`config.mk`:
```
export PLATFORM = sky130hd
export DESIGN_NAME = uart_prog_loader
export DESIGN_NICKNAME = d
export VERILOG_FILES = /design/src/rtl/uart_prog_loader.sv
export SDC_FILE = /design/constraint.sdc
export NUM_CORES = 1
export LEC_CHECK = 0
export BUFFER_PORTS_ARGS = -buffer_cell sky130_fd_sc_hd__buf_2
export CAP_MARGIN = 20
export CORE_ASPECT_RATIO = 1.1
export CORE_MARGIN = 10
export CORE_UTILIZATION = 40
export DETAILED_ROUTE_END_ITERATION = 16
export GPL_TIMING_DRIVEN = 0
export HOLD_SLACK_MARGIN = 0.02
export PLACE_DENSITY = 0.66
export SETUP_SLACK_MARGIN = 0.5
export SLEW_MARGIN = 15
export SYNTH_ARGS = -nofsm -noshare
export SYNTH_HDL_FRONTEND = slang
export SYNTH_SLANG_ARGS = --single-unit
```
`constraint.sdc`:
```
create_clock -name clk -period 7.7 [get_ports clk]
set_input_delay 1.155 -clock clk [delete_from_list [all_inputs] [get_ports clk]]
set_output_delay 1.155 -clock clk [all_outputs]
set_load 0.005 [all_outputs]
```
`src/rtl/uart_prog_loader.sv`:
```
// rtl/uart_prog_loader.sv - UART boot loader that streams a framed program image onto the memory bus
//
// Purpose: hunts the serial stream for a sync string, then takes a big-endian
// 32-bit word count, the payload and a mod-256 checksum. Payload words are
// packed into DATA_W-wide beats and written through a req/gnt bus. The core
// is held in reset until a load succeeds; a fresh sync string re-programs it.
//
// Ports:
//   clk, rst_n          clock, synchronous active-low reset
//   rx_i                asynchronous UART receive line, idle high
//   mem_req/mem_gnt     write handshake; gnt accepts the request in the same cycle
//   mem_we              always 1
//   mem_addr            beat address, BASE_ADDR + beat * DATA_W/8
//   mem_wdata/mem_wstrb beat data and byte strobes (partial on the final beat)
//   system_reset_no     active-low core reset, released after a good load
//   programming_active  high while receiving length, payload or checksum
//   prog_done           one-cycle pulse on a successful load
//   prog_error          sticky error flag, cleared by the next sync match
module uart_prog_loader #(
  parameter int unsigned           CLK_FREQ_HZ = 75_000_000,
  parameter int unsigned           BAUD_RATE   = 115200,
  parameter int unsigned           DATA_W      = 128,
  parameter logic [31:0]           BASE_ADDR   = 32'h0,
  parameter int unsigned           SYNC_LEN    = 9,
  parameter logic [8*SYNC_LEN-1:0] SYNC_SEQ    = "TEKNOFEST",
  parameter int unsigned           TIMEOUT_CYC = 1_000_000
) (
  input  logic                clk,
  input  logic                rst_n,
  input  logic                rx_i,
  output logic                mem_req,
  input  logic                mem_gnt,
  output logic                mem_we,
  output logic [31:0]         mem_addr,
  output logic [DATA_W-1:0]   mem_wdata,
  output logic [DATA_W/8-1:0] mem_wstrb,
  output logic                system_reset_no,
  output logic                programming_active,
  output logic                prog_done,
  output logic                prog_error
);

  localparam int DIV        = int'(CLK_FREQ_HZ / BAUD_RATE);
  localparam int HALF_M1    = (DIV / 2 > 0) ? DIV / 2 - 1 : 0;
  localparam int CNT_W      = $clog2(DIV + 1);
  localparam int WPB        = int'(DATA_W / 32);
  localparam int WIDX_W     = (WPB > 1) ? $clog2(WPB) : 1;
  localparam int TMO_W      = $clog2(TIMEOUT_CYC + 1);
  localparam int STRB_W     = int'(DATA_W / 8);
  localparam int WIN_W      = int'(8 * SYNC_LEN);
  localparam logic [31:0] BEAT_BYTES = 32'(STRB_W);

  typedef enum logic [1:0] {RX_HUNT, RX_START, RX_DATA, RX_STOP} rx_state_e;
  typedef enum logic [2:0] {ST_IDLE, ST_LEN, ST_DATA, ST_CSUM, ST_DONE, ST_ERR} state_e;

  // RX path
  logic [1:0]       rx_sync_q, rx_sync_d;
  logic             rx_last_q, rx_last_d;
  rx_state_e        rx_state_q, rx_state_d;
  logic [CNT_W-1:0] rx_cnt_q, rx_cnt_d;
  logic [2:0]       rx_bit_q, rx_bit_d;
  logic [7:0]       rx_shift_q, rx_shift_d;
  logic             byte_valid_q, byte_valid_d;
  logic             frame_err_q, frame_err_d;

  // Loader
  state_e              state_q, state_d;
  logic [WIN_W-1:0]    win_q, win_d;
  logic [23:0]         len_q, len_d;
  logic [1:0]          len_cnt_q, len_cnt_d;
  logic [31:0]         words_left_q, words_left_d;
  logic [23:0]         word_q, word_d;
  logic [1:0]          byte_cnt_q, byte_cnt_d;
  logic [DATA_W-1:0]   beat_buf_q, beat_buf_d;
  logic [WIDX_W-1:0]   word_idx_q, word_idx_d;
  logic [31:0]         next_addr_q, next_addr_d;
  logic [7:0]          csum_q, csum_d;
  logic                csum_ok_q, csum_ok_d;
  logic [TMO_W-1:0]    tmo_q, tmo_d;

  // Registered outputs
  logic                mem_req_q, mem_req_d;
  logic [31:0]         mem_addr_q, mem_addr_d;
  logic [DATA_W-1:0]   mem_wdata_q, mem_wdata_d;
  logic [STRB_W-1:0]   mem_wstrb_q, mem_wstrb_d;
  logic                sys_rst_n_q, sys_rst_n_d;
  logic                prog_act_q, prog_act_d;
  logic                prog_done_q, prog_done_d;
  logic                prog_error_q, prog_error_d;

  logic [31:0]         n_words;
  logic [31:0]         word_full;
  logic [DATA_W-1:0]   beat_new;
  logic [STRB_W-1:0]   strb_new;

  // Bit-level receiver: mid-bit sampling from the falling edge of the start bit.
  always_comb begin
    rx_sync_d    = {rx_sync_q[0], rx_i};
    rx_last_d    = rx_sync_q[1];
    rx_state_d   = rx_state_q;
    rx_cnt_d     = rx_cnt_q;
    rx_bit_d     = rx_bit_q;
    rx_shift_d   = rx_shift_q;
    byte_valid_d = 1'b0;
    frame_err_d  = 1'b0;
    case (rx_state_q)
      RX_HUNT: begin
        if (!rx_sync_q[1] && rx_last_q) begin
          rx_state_d = RX_START;
          rx_cnt_d   = '0;
        end
      end
      RX_START: begin
        if (rx_cnt_q == CNT_W'(HALF_M1)) begin
          rx_cnt_d = '0;
          if (rx_sync_q[1]) begin
            rx_state_d = RX_HUNT;   // glitch, not a real start bit
          end else begin
            rx_state_d = RX_DATA;
            rx_bit_d   = '0;
          end
        end else begin
          rx_cnt_d = rx_cnt_q + 1'b1;
        end
      end
      RX_DATA: begin
        if (rx_cnt_q == CNT_W'(DIV - 1)) begin
          rx_cnt_d   = '0;
          rx_shift_d = {rx_sync_q[1], rx_shift_q[7:1]};
          rx_bit_d   = rx_bit_q + 1'b1;
          if (rx_bit_q == 3'd7) rx_state_d = RX_STOP;
        end else begin
          rx_cnt_d = rx_cnt_q + 1'b1;
        end
      end
      default: begin
        if (rx_cnt_q == CNT_W'(DIV - 1)) begin
          rx_cnt_d   = '0;
          rx_state_d = RX_HUNT;
          if (rx_sync_q[1]) byte_valid_d = 1'b1;
          else              frame_err_d  = 1'b1;
        end else begin
          rx_cnt_d = rx_cnt_q + 1'b1;
        end
      end
    endcase
  end

  // Loader FSM and memory-side output register.
  always_comb begin
    state_d      = state_q;
    win_d        = win_q;
    len_d        = len_q;
    len_cnt_d    = len_cnt_q;
    words_left_d = words_left_q;
    word_d       = word_q;
    byte_cnt_d   = byte_cnt_q;
    beat_buf_d   = beat_buf_q;
    word_idx_d   = word_idx_q;
    next_addr_d  = next_addr_q;
    csum_d       = csum_q;
    csum_ok_d    = csum_ok_q;
    tmo_d        = tmo_q;
    mem_req_d    = mem_req_q;
    mem_addr_d   = mem_addr_q;
    mem_wdata_d  = mem_wdata_q;
    mem_wstrb_d  = mem_wstrb_q;
    sys_rst_n_d  = sys_rst_n_q;
    prog_done_d  = 1'b0;
    prog_error_d = prog_error_q;

    n_words   = {len_q, rx_shift_q};
    word_full = {word_q, rx_shift_q};
    beat_new  = beat_buf_q;
    beat_new[32*word_idx_q +: 32] = word_full;
    strb_new  = '0;
    for (int k = 0; k < WPB; k++) begin
      if (k <= int'(word_idx_q)) strb_new[4*k +: 4] = 4'hF;
    end

    if (mem_req_q && mem_gnt) mem_req_d = 1'b0;

    case (state_q)
      ST_IDLE: begin
        if (byte_valid_q) begin
          win_d = WIN_W'({win_q, rx_shift_q});
          if (win_d == SYNC_SEQ) begin
            // Clearing the window keeps a stale match from re-firing on return.
            win_d        = '0;
            prog_error_d = 1'b0;
            sys_rst_n_d  = 1'b0;
            state_d      = ST_LEN;
            len_cnt_d    = '0;
            byte_cnt_d   = '0;
            word_idx_d   = '0;
            beat_buf_d   = '0;
            next_addr_d  = BASE_ADDR;
            csum_d       = '0;
            csum_ok_d    = 1'b0;
            tmo_d        = '0;
          end
        end
      end
      ST_LEN: begin
        if (byte_valid_q) begin
          csum_d    = csum_q + rx_shift_q;
          len_d     = {len_q[15:0], rx_shift_q};
          len_cnt_d = len_cnt_q + 1'b1;
          if (len_cnt_q == 2'd3) begin
            words_left_d = n_words;
            state_d      = (n_words == 32'd0) ? ST_CSUM : ST_DATA;
          end
        end
      end
      ST_DATA: begin
        if (byte_valid_q) begin
          csum_d     = csum_q + rx_shift_q;
          word_d     = {word_q[15:0], rx_shift_q};
          byte_cnt_d = byte_cnt_q + 1'b1;
          if (byte_cnt_q == 2'd3) begin
            words_left_d = words_left_q - 1'b1;
            if (words_left_q == 32'd1 || word_idx_q == WIDX_W'(WPB - 1)) begin
              if (mem_req_q && !mem_gnt) begin
                // Overrun: leave the pending beat untouched.
                state_d = ST_ERR;
              end else begin
                mem_req_d   = 1'b1;
                mem_addr_d  = next_addr_q;
                mem_wdata_d = beat_new;
                mem_wstrb_d = strb_new;
                next_addr_d = next_addr_q + BEAT_BYTES;
                beat_buf_d  = '0;
                word_idx_d  = '0;
                if (words_left_q == 32'd1) state_d = ST_CSUM;
              end
            end else begin
              beat_buf_d = beat_new;
              word_idx_d = word_idx_q + 1'b1;
            end
          end
        end
      end
      ST_CSUM: begin
        if (byte_valid_q && !csum_ok_q) begin
          if (rx_shift_q == csum_q) begin
            if (!mem_req_q || mem_gnt) state_d   = ST_DONE;
            else                       csum_ok_d = 1'b1;
          end else begin
            state_d = ST_ERR;
          end
        end else if (csum_ok_q && mem_req_q && mem_gnt) begin
          state_d = ST_DONE;
        end
      end
      ST_DONE: begin
        prog_done_d = 1'b1;
        sys_rst_n_d = 1'b1;
        state_d     = ST_IDLE;
      end
      default: begin
        prog_error_d = 1'b1;
        sys_rst_n_d  = 1'b0;
        state_d      = ST_IDLE;
      end
    endcase

    // Inter-byte watchdog; a byte in the same cycle wins. Once the checksum
    // has matched no more bytes are expected, so only the bus is awaited.
    if (state_q == ST_LEN || state_q == ST_DATA || state_q == ST_CSUM) begin
      if (byte_valid_q) begin
        tmo_d = '0;
      end else if (frame_err_q) begin
        state_d = ST_ERR;
      end else if (!csum_ok_q) begin
        if (tmo_q == TMO_W'(TIMEOUT_CYC - 1)) state_d = ST_ERR;
        else                                  tmo_d   = tmo_q + 1'b1;
      end
    end

    prog_act_d = (state_d == ST_LEN) || (state_d == ST_DATA) || (state_d == ST_CSUM);
  end

  always_ff @(posedge clk) begin
    if (!rst_n) begin
      rx_sync_q    <= 2'b11;
      rx_last_q    <= 1'b1;
      rx_state_q   <= RX_HUNT;
      rx_cnt_q     <= '0;
      rx_bit_q     <= '0;
      rx_shift_q   <= '0;
      byte_valid_q <= 1'b0;
      frame_err_q  <= 1'b0;
      state_q      <= ST_IDLE;
      win_q        <= '0;
      len_q        <= '0;
      len_cnt_q    <= '0;
      words_left_q <= '0;
      word_q       <= '0;
      byte_cnt_q   <= '0;
      beat_buf_q   <= '0;
      word_idx_q   <= '0;
      next_addr_q  <= BASE_ADDR;
      csum_q       <= '0;
      csum_ok_q    <= 1'b0;
      tmo_q        <= '0;
      mem_req_q    <= 1'b0;
      mem_addr_q   <= BASE_ADDR;
      mem_wdata_q  <= '0;
      mem_wstrb_q  <= '0;
      sys_rst_n_q  <= 1'b0;
      prog_act_q   <= 1'b0;
      prog_done_q  <= 1'b0;
      prog_error_q <= 1'b0;
    end else begin
      rx_sync_q    <= rx_sync_d;
      rx_last_q    <= rx_last_d;
      rx_state_q   <= rx_state_d;
      rx_cnt_q     <= rx_cnt_d;
      rx_bit_q     <= rx_bit_d;
      rx_shift_q   <= rx_shift_d;
      byte_valid_q <= byte_valid_d;
      frame_err_q  <= frame_err_d;
      state_q      <= state_d;
      win_q        <= win_d;
      len_q        <= len_d;
      len_cnt_q    <= len_cnt_d;
      words_left_q <= words_left_d;
      word_q       <= word_d;
      byte_cnt_q   <= byte_cnt_d;
      beat_buf_q   <= beat_buf_d;
      word_idx_q   <= word_idx_d;
      next_addr_q  <= next_addr_d;
      csum_q       <= csum_d;
      csum_ok_q    <= csum_ok_d;
      tmo_q        <= tmo_d;
      mem_req_q    <= mem_req_d;
      mem_addr_q   <= mem_addr_d;
      mem_wdata_q  <= mem_wdata_d;
      mem_wstrb_q  <= mem_wstrb_d;
      sys_rst_n_q  <= sys_rst_n_d;
      prog_act_q   <= prog_act_d;
      prog_done_q  <= prog_done_d;
      prog_error_q <= prog_error_d;
    end
  end

  assign mem_req            = mem_req_q;
  assign mem_we             = 1'b1;
  assign mem_addr           = mem_addr_q;
  assign mem_wdata          = mem_wdata_q;
  assign mem_wstrb          = mem_wstrb_q;
  assign system_reset_no    = sys_rst_n_q;
  assign programming_active = prog_act_q;
  assign prog_done          = prog_done_q;
  assign prog_error         = prog_error_q;

endmodule

```
=== After elaboration in Yosys (flattened, before gate mapping) ===
Index checks and enable logic that the tools add are counted.

* Output and inout port bits: 182
* Input port bits: 4
* Bits in registers: 551
* Word-level logic and storage cells: 231

* Reduce and logical (&&, ||, !) cells: 46
* Shift-type cells: 2
* Equality and inequality tests: 37
* Mux-type cells: 99
* Add/subtract/negate cells: 10
* Bitwise gates (word level): 5
* $lt $le $gt $ge: 3

{| class="wikitable"
|+ Operators by type and width
! kind !! count
|-
| $mux W128 || 6
|-
| $mux W32 || 10
|-
| $pmux W128 S2 || 1
|-
| $mux W20 || 8
|-
| $bwmux W128 || 1
|-
| $pmux W32 S2 || 2
|-
| $shift A32 B34 Y128 const A || 1
|-
| $shiftx A32 B34 Y128 || 1
|-
| $eq A72 B71 Y1 const B || 1
|-
| $mux W64 || 1
|-
| $mux W3 || 21
|-
| $neg A7 Y34 || 1
|-
| $add A32 B5 Y32 const B || 1
|-
| $eq A32 B1 Y1 const B || 1
|-
| $logic_not A32 Y1 || 1
|-
| $ne A2 B2 Y1 const B || 16
|-
| $sub A32 B1 Y32 const B || 1
|-
| $mux W10 || 3
|-
| $mux W2 || 14
|-
| $mux W8 || 3
|-
| $add A20 B1 Y20 const B || 1
|-
| $eq A20 B20 Y1 const B || 1
|-
| $pmux W10 S2 || 1
|-
| $pmux W8 S2 || 1
|-
| other kinds (42) || 104
|}

=== Longest topological paths before layout ===
* Word-level depth: 15
* Gate-level depth with buffers: 12
* Mapped depth without buffers: 10

=== Worst setup path after synthesis ===
Ideal clock, no wire load.

* Kind: register -> register
* Start: register win_q[19]
* End: register byte_cnt_q[0]
* Setup time: 117 ps
* Setup slack: 4999 ps
* Arrival time: 2584 ps
* Clock period less this slack: 2701 ps
* Buffers on the path: 2
* Stages on the path, launching flop included: 9
* Data required time: 7583 ps
* Cell sequence: dfxtp_1 > or4_1 > or4_1 > or4_1 > or2_1 > buf_2 > nand2_2 > buf_2 > nor2_1

* Longest elaborated chain between the ends: 3

{| class="wikitable"
|+ RTL lines
! item !! RTL line !! source
|-
| start: declaration || 68 || <nowiki>logic [WIN_W-1:0] win_q, win_d;</nowiki>
|-
| start signal: assignment || 324 || <nowiki>win_q <= win_d;</nowiki>
|-
| $eq A72 B71 Y1 || 187 || <nowiki>if (win_d == SYNC_SEQ) begin</nowiki>
|-
| $ne A2 B2 Y1 (no source line) || n/a ||
|-
| $reduce_and A4 Y1 (no source line) || n/a ||
|-
| end signal: assignment || 329 || <nowiki>byte_cnt_q <= byte_cnt_d;</nowiki>
|-
| end: declaration || 73 || <nowiki>logic [1:0] byte_cnt_q, byte_cnt_d;</nowiki>
|}

No other way between the ends.
A chain may end at the register's enable or synchronous reset.

=== Final worst setup path ===
* Start: register words_left_q[19]
* End: register mem_wdata_q[93] (netlist: mem_wdata[93])

* Longest elaborated chain between the ends: 3

{| class="wikitable"
|+ RTL lines
! item !! RTL line !! source
|-
| start: declaration || 71 || <nowiki>logic [31:0] words_left_q, words_left_d;</nowiki>
|-
| start signal: assignment || 327 || <nowiki>words_left_q <= words_left_d;</nowiki>
|-
| $eq A32 B1 Y1 || 222 || <nowiki>if (words_left_q == 32'd1 || word_idx_q == WIDX_W'(WPB - 1)) begin</nowiki>
|-
| $logic_or A1 B1 Y1 || 222 ||
|-
| $reduce_and A5 Y1 (no source line) || n/a ||
|-
| end signal: assignment || 338 || <nowiki>mem_wdata_q <= mem_wdata_d;</nowiki>
|-
| end: declaration || 84 || <nowiki>logic [DATA_W-1:0] mem_wdata_q, mem_wdata_d;</nowiki>
|}

No other way between the ends.

==> out/qor.csv <==
metric,value,unit
status,"finished, final reports clean",
worstHoldStart,rx_sync_q[0],
tightest_slew,1130,ps
r2r.worst_path.cells,8,
io_buffers,180,
root_buffer,clkbuf_16,
drc,0,
final_util,47.3,%
drt_wl_total,70.6,mm
cp.arrival,4210,ps
ir_drop,0.183,mV
vias,20400,
grt_use_total,20.8,%
setup-tns-final,0,ps
clkPwrFrac,50.3,%
avgSynthCellArea,8.07,µm²
synth_edf_count,0,
fin_crit,3750,ps
dp_hpwl,50.3,mm
hold_depth,1,
clkSlewWorstSetupHoldPaths,60,ps
r2r_slack,3950,ps
netlist_instances,2736,
synth_warnings,0,
ys_seq_area_share,48.1,%
yosys.cell_types.count,73,
ctsHoldBuffers,0,
switchingPower,1.25,mW
power.internal,4.46,mW
synth_flop_cell,dfxtp_1,
critPathMaxFanout,10,
seq_power_share,48.2,%
n_fill_cell,5479,
num_rows,90,
core-area,54700,µm²
finalSetupViolCount,0,
startpoint_type,flip-flop,
drv_slew,0,
wire_per_inst,18.8,µm
holdPathEnd,rx_sync_q[1],
finalHoldViolCount,0,
ioPinCount,186,
hold_class,reg -> reg,
grt_pass1_wl,109,mm
place_worst_setup_slack,3940,ps
maxCapViolations,0,
path_class,reg -> reg,
multiInputGateArea,10400,µm²
diodes,0,
cts-buffers-inserted,55,
seqCellArea,10600,µm²
antenna_found_initial,0,
cp_data_required_time,8160,ps
globalRouteOverflowTotal,0,
gp_congestion,0.890,
dr.pass1.iters,5,
timing.rr.end,mem_wdata[93],
rsz0062_at_grt,false,
fmax,267,MHz
synthesis.area,22100,µm²
crit-reg2reg-launch,words_left_q[19],
async_flop_share,0,%
slew_headroom,24.7,%
htree_levels,2,
fin_ws,3950,ps
combinationalPowerShare,1.5,%
insertion_delay,630,ps
p_per_area,221,nW/µm²
vias_per_cell,5.44,
drive_above_1_share,11.3,%
grt_max_degree,16,
area_growth,17.2,%
period_share,48.7,%
grt_pass1_vias,18900,
synth_seq_cells,531,
drtIter0Drc,1782,
swShare,21.8,%
fin_skew,29.5,ps
cts.path.max_buffers,3,
hold_slack,426,ps
crit_path_end_kind,flip-flop,
leakage,9.18,nW
cts.sinks,531,
cts_tree,yes,
start_util,40.3,%
final_nets,3006,
dieArea,65000,µm²
die_x,244,µm
antenna_left,0,
die_h,266,µm
post-cts-setup-buffers,0,
cts_resized,0,
## final cells by class
class | count | area share (%)
clock buffer | 80 | 6.23
buffer | 216 | 3.57
sequential | 531 | 41.1
clock inverter | 23 | 1.33
multi-input combinational | 1959 | 40.3
tap | 736 | 3.56
inverter | 33 | 0.479
timing repair buffer | 180 | 3.48
## cell usage after synthesis (all sizes together), types with 28 or more instances
cell type | count | area, µm²
a211oi | 139 | 1040
a21oi | 343 | 1720
buf | 66 | 362
clkbuf | 150 | 563
dfxtp | 531 | 10600
inv | 33 | 124
nand2 | 468 | 1760
nand3 | 70 | 350
nand4 | 28 | 175
nor2 | 227 | 855
nor2b | 136 | 851
nor3 | 45 | 230
o21ai | 216 | 1080
## placed cells by master, fill, tap and decap left out, drive strengths merged, types with 6 or more instances in the layout
cell,count
or4,11
mux2i,13
nor4,19
buf,246
nand4,28
ha,25
and2,8
clkbuf,230
a22oi,8
dfxtp,531
and3,12
bufinv,7
nand2,468
nand2b,15
or3,27
nor2,227
or2,6
clkinv,14
a41oi,10
xnor2,15
nor2b,136
inv,35
a21oi,343
nor3,45
nor4bb,6
nor4b,8
o21ai,216
nand3,70
a211oi,139
xor2,7
a31oi,9
## metal layers
metal	global-route usage [%]	vias to the layer above	wire length (µm)
met5	0	-	0
met4	7.20	0	2440
met3	3.70	153	4750
met2	34.6	697	33200
met1	26.6	9614	30300
li1	-	9976	-
## cell families after synthesis
group	after synthesis	synth area share, %
XOR/XNOR	22	0.873
buffers and inverters	249	4.75
AND/OR/NAND/NOR	1110	23.5
other	2	0.0340
adder cells (fa/ha/maj)	26	1.51
flip-flops	531	48.1
multiplexers	13	0.589
AO/OA/AOI/OAI	783	20.6
## registers in the layout (all words and copies together) (netlist names), 3 cells and up
register	flops
csum_q	8
rx_cnt_q	10
word_q	24
mem_wstrb	4
rx_bit_q	3
beat_buf_q	128
words_left_q	32
mem_wdata	128
rx_shift_q	8
tmo_q	20
win_q	64
len_q	24
mem_addr	28
state_q	3
next_addr_q	28
## per-stage QoR
stage          power, mW  std cells  cell area (µm²)
2_1_floorplan       2.87       2739            22100
3_3_place_gp        2.90       3655            23900
3_5_place_dp        2.90       3655            23900
4_1_cts             5.75       3758            25900
5_1_grt             5.87       3758            25900
6_report            5.71       3758            25900
## worst max-delay path by stage
stage	startpoint	to	slack, ps	cells past startpoint
2_1_floorplan	win_q[19]	byte_cnt_q[0]	5000	8
3_3_place_gp	rx_shift_q[0]	next_addr_q[7]	3950	10
6_report	words_left_q[19]	mem_wdata[93]	3950	8
5_1_grt	rx_shift_q[0]	beat_buf_q[119]	3710	11
3_5_place_dp	rx_shift_q[0]	byte_cnt_q[0]	3940	10
4_1_cts	rx_shift_q[0]	system_reset_no	3930	10
## power by group through the flow
| stage | Combinational [mW] | Sequential (mW) | Clock, mW |
|---|---|---|---|
| floorplan | 0.0528 | 2.81 | 0 |
| global placement | 0.0851 | 2.81 | 0 |
| detailed placement | 0.0849 | 2.81 | 0 |
| CTS | 0.0852 | 2.75 | 2.91 |
| global route | 0.0929 | 2.75 | 3.02 |
| finish | 0.0863 | 2.75 | 2.87 |
## critical path, stage by stage, from the launching register on
cell and delay [ps]:
dfxtp_1 370, or3_1 460, or4_1 400, buf_2 190
o31a_4 390, nor2_2 610, clkbuf_1 670, buf_2 360
a211oi_1 110
(Power assumes the default switching activity.)
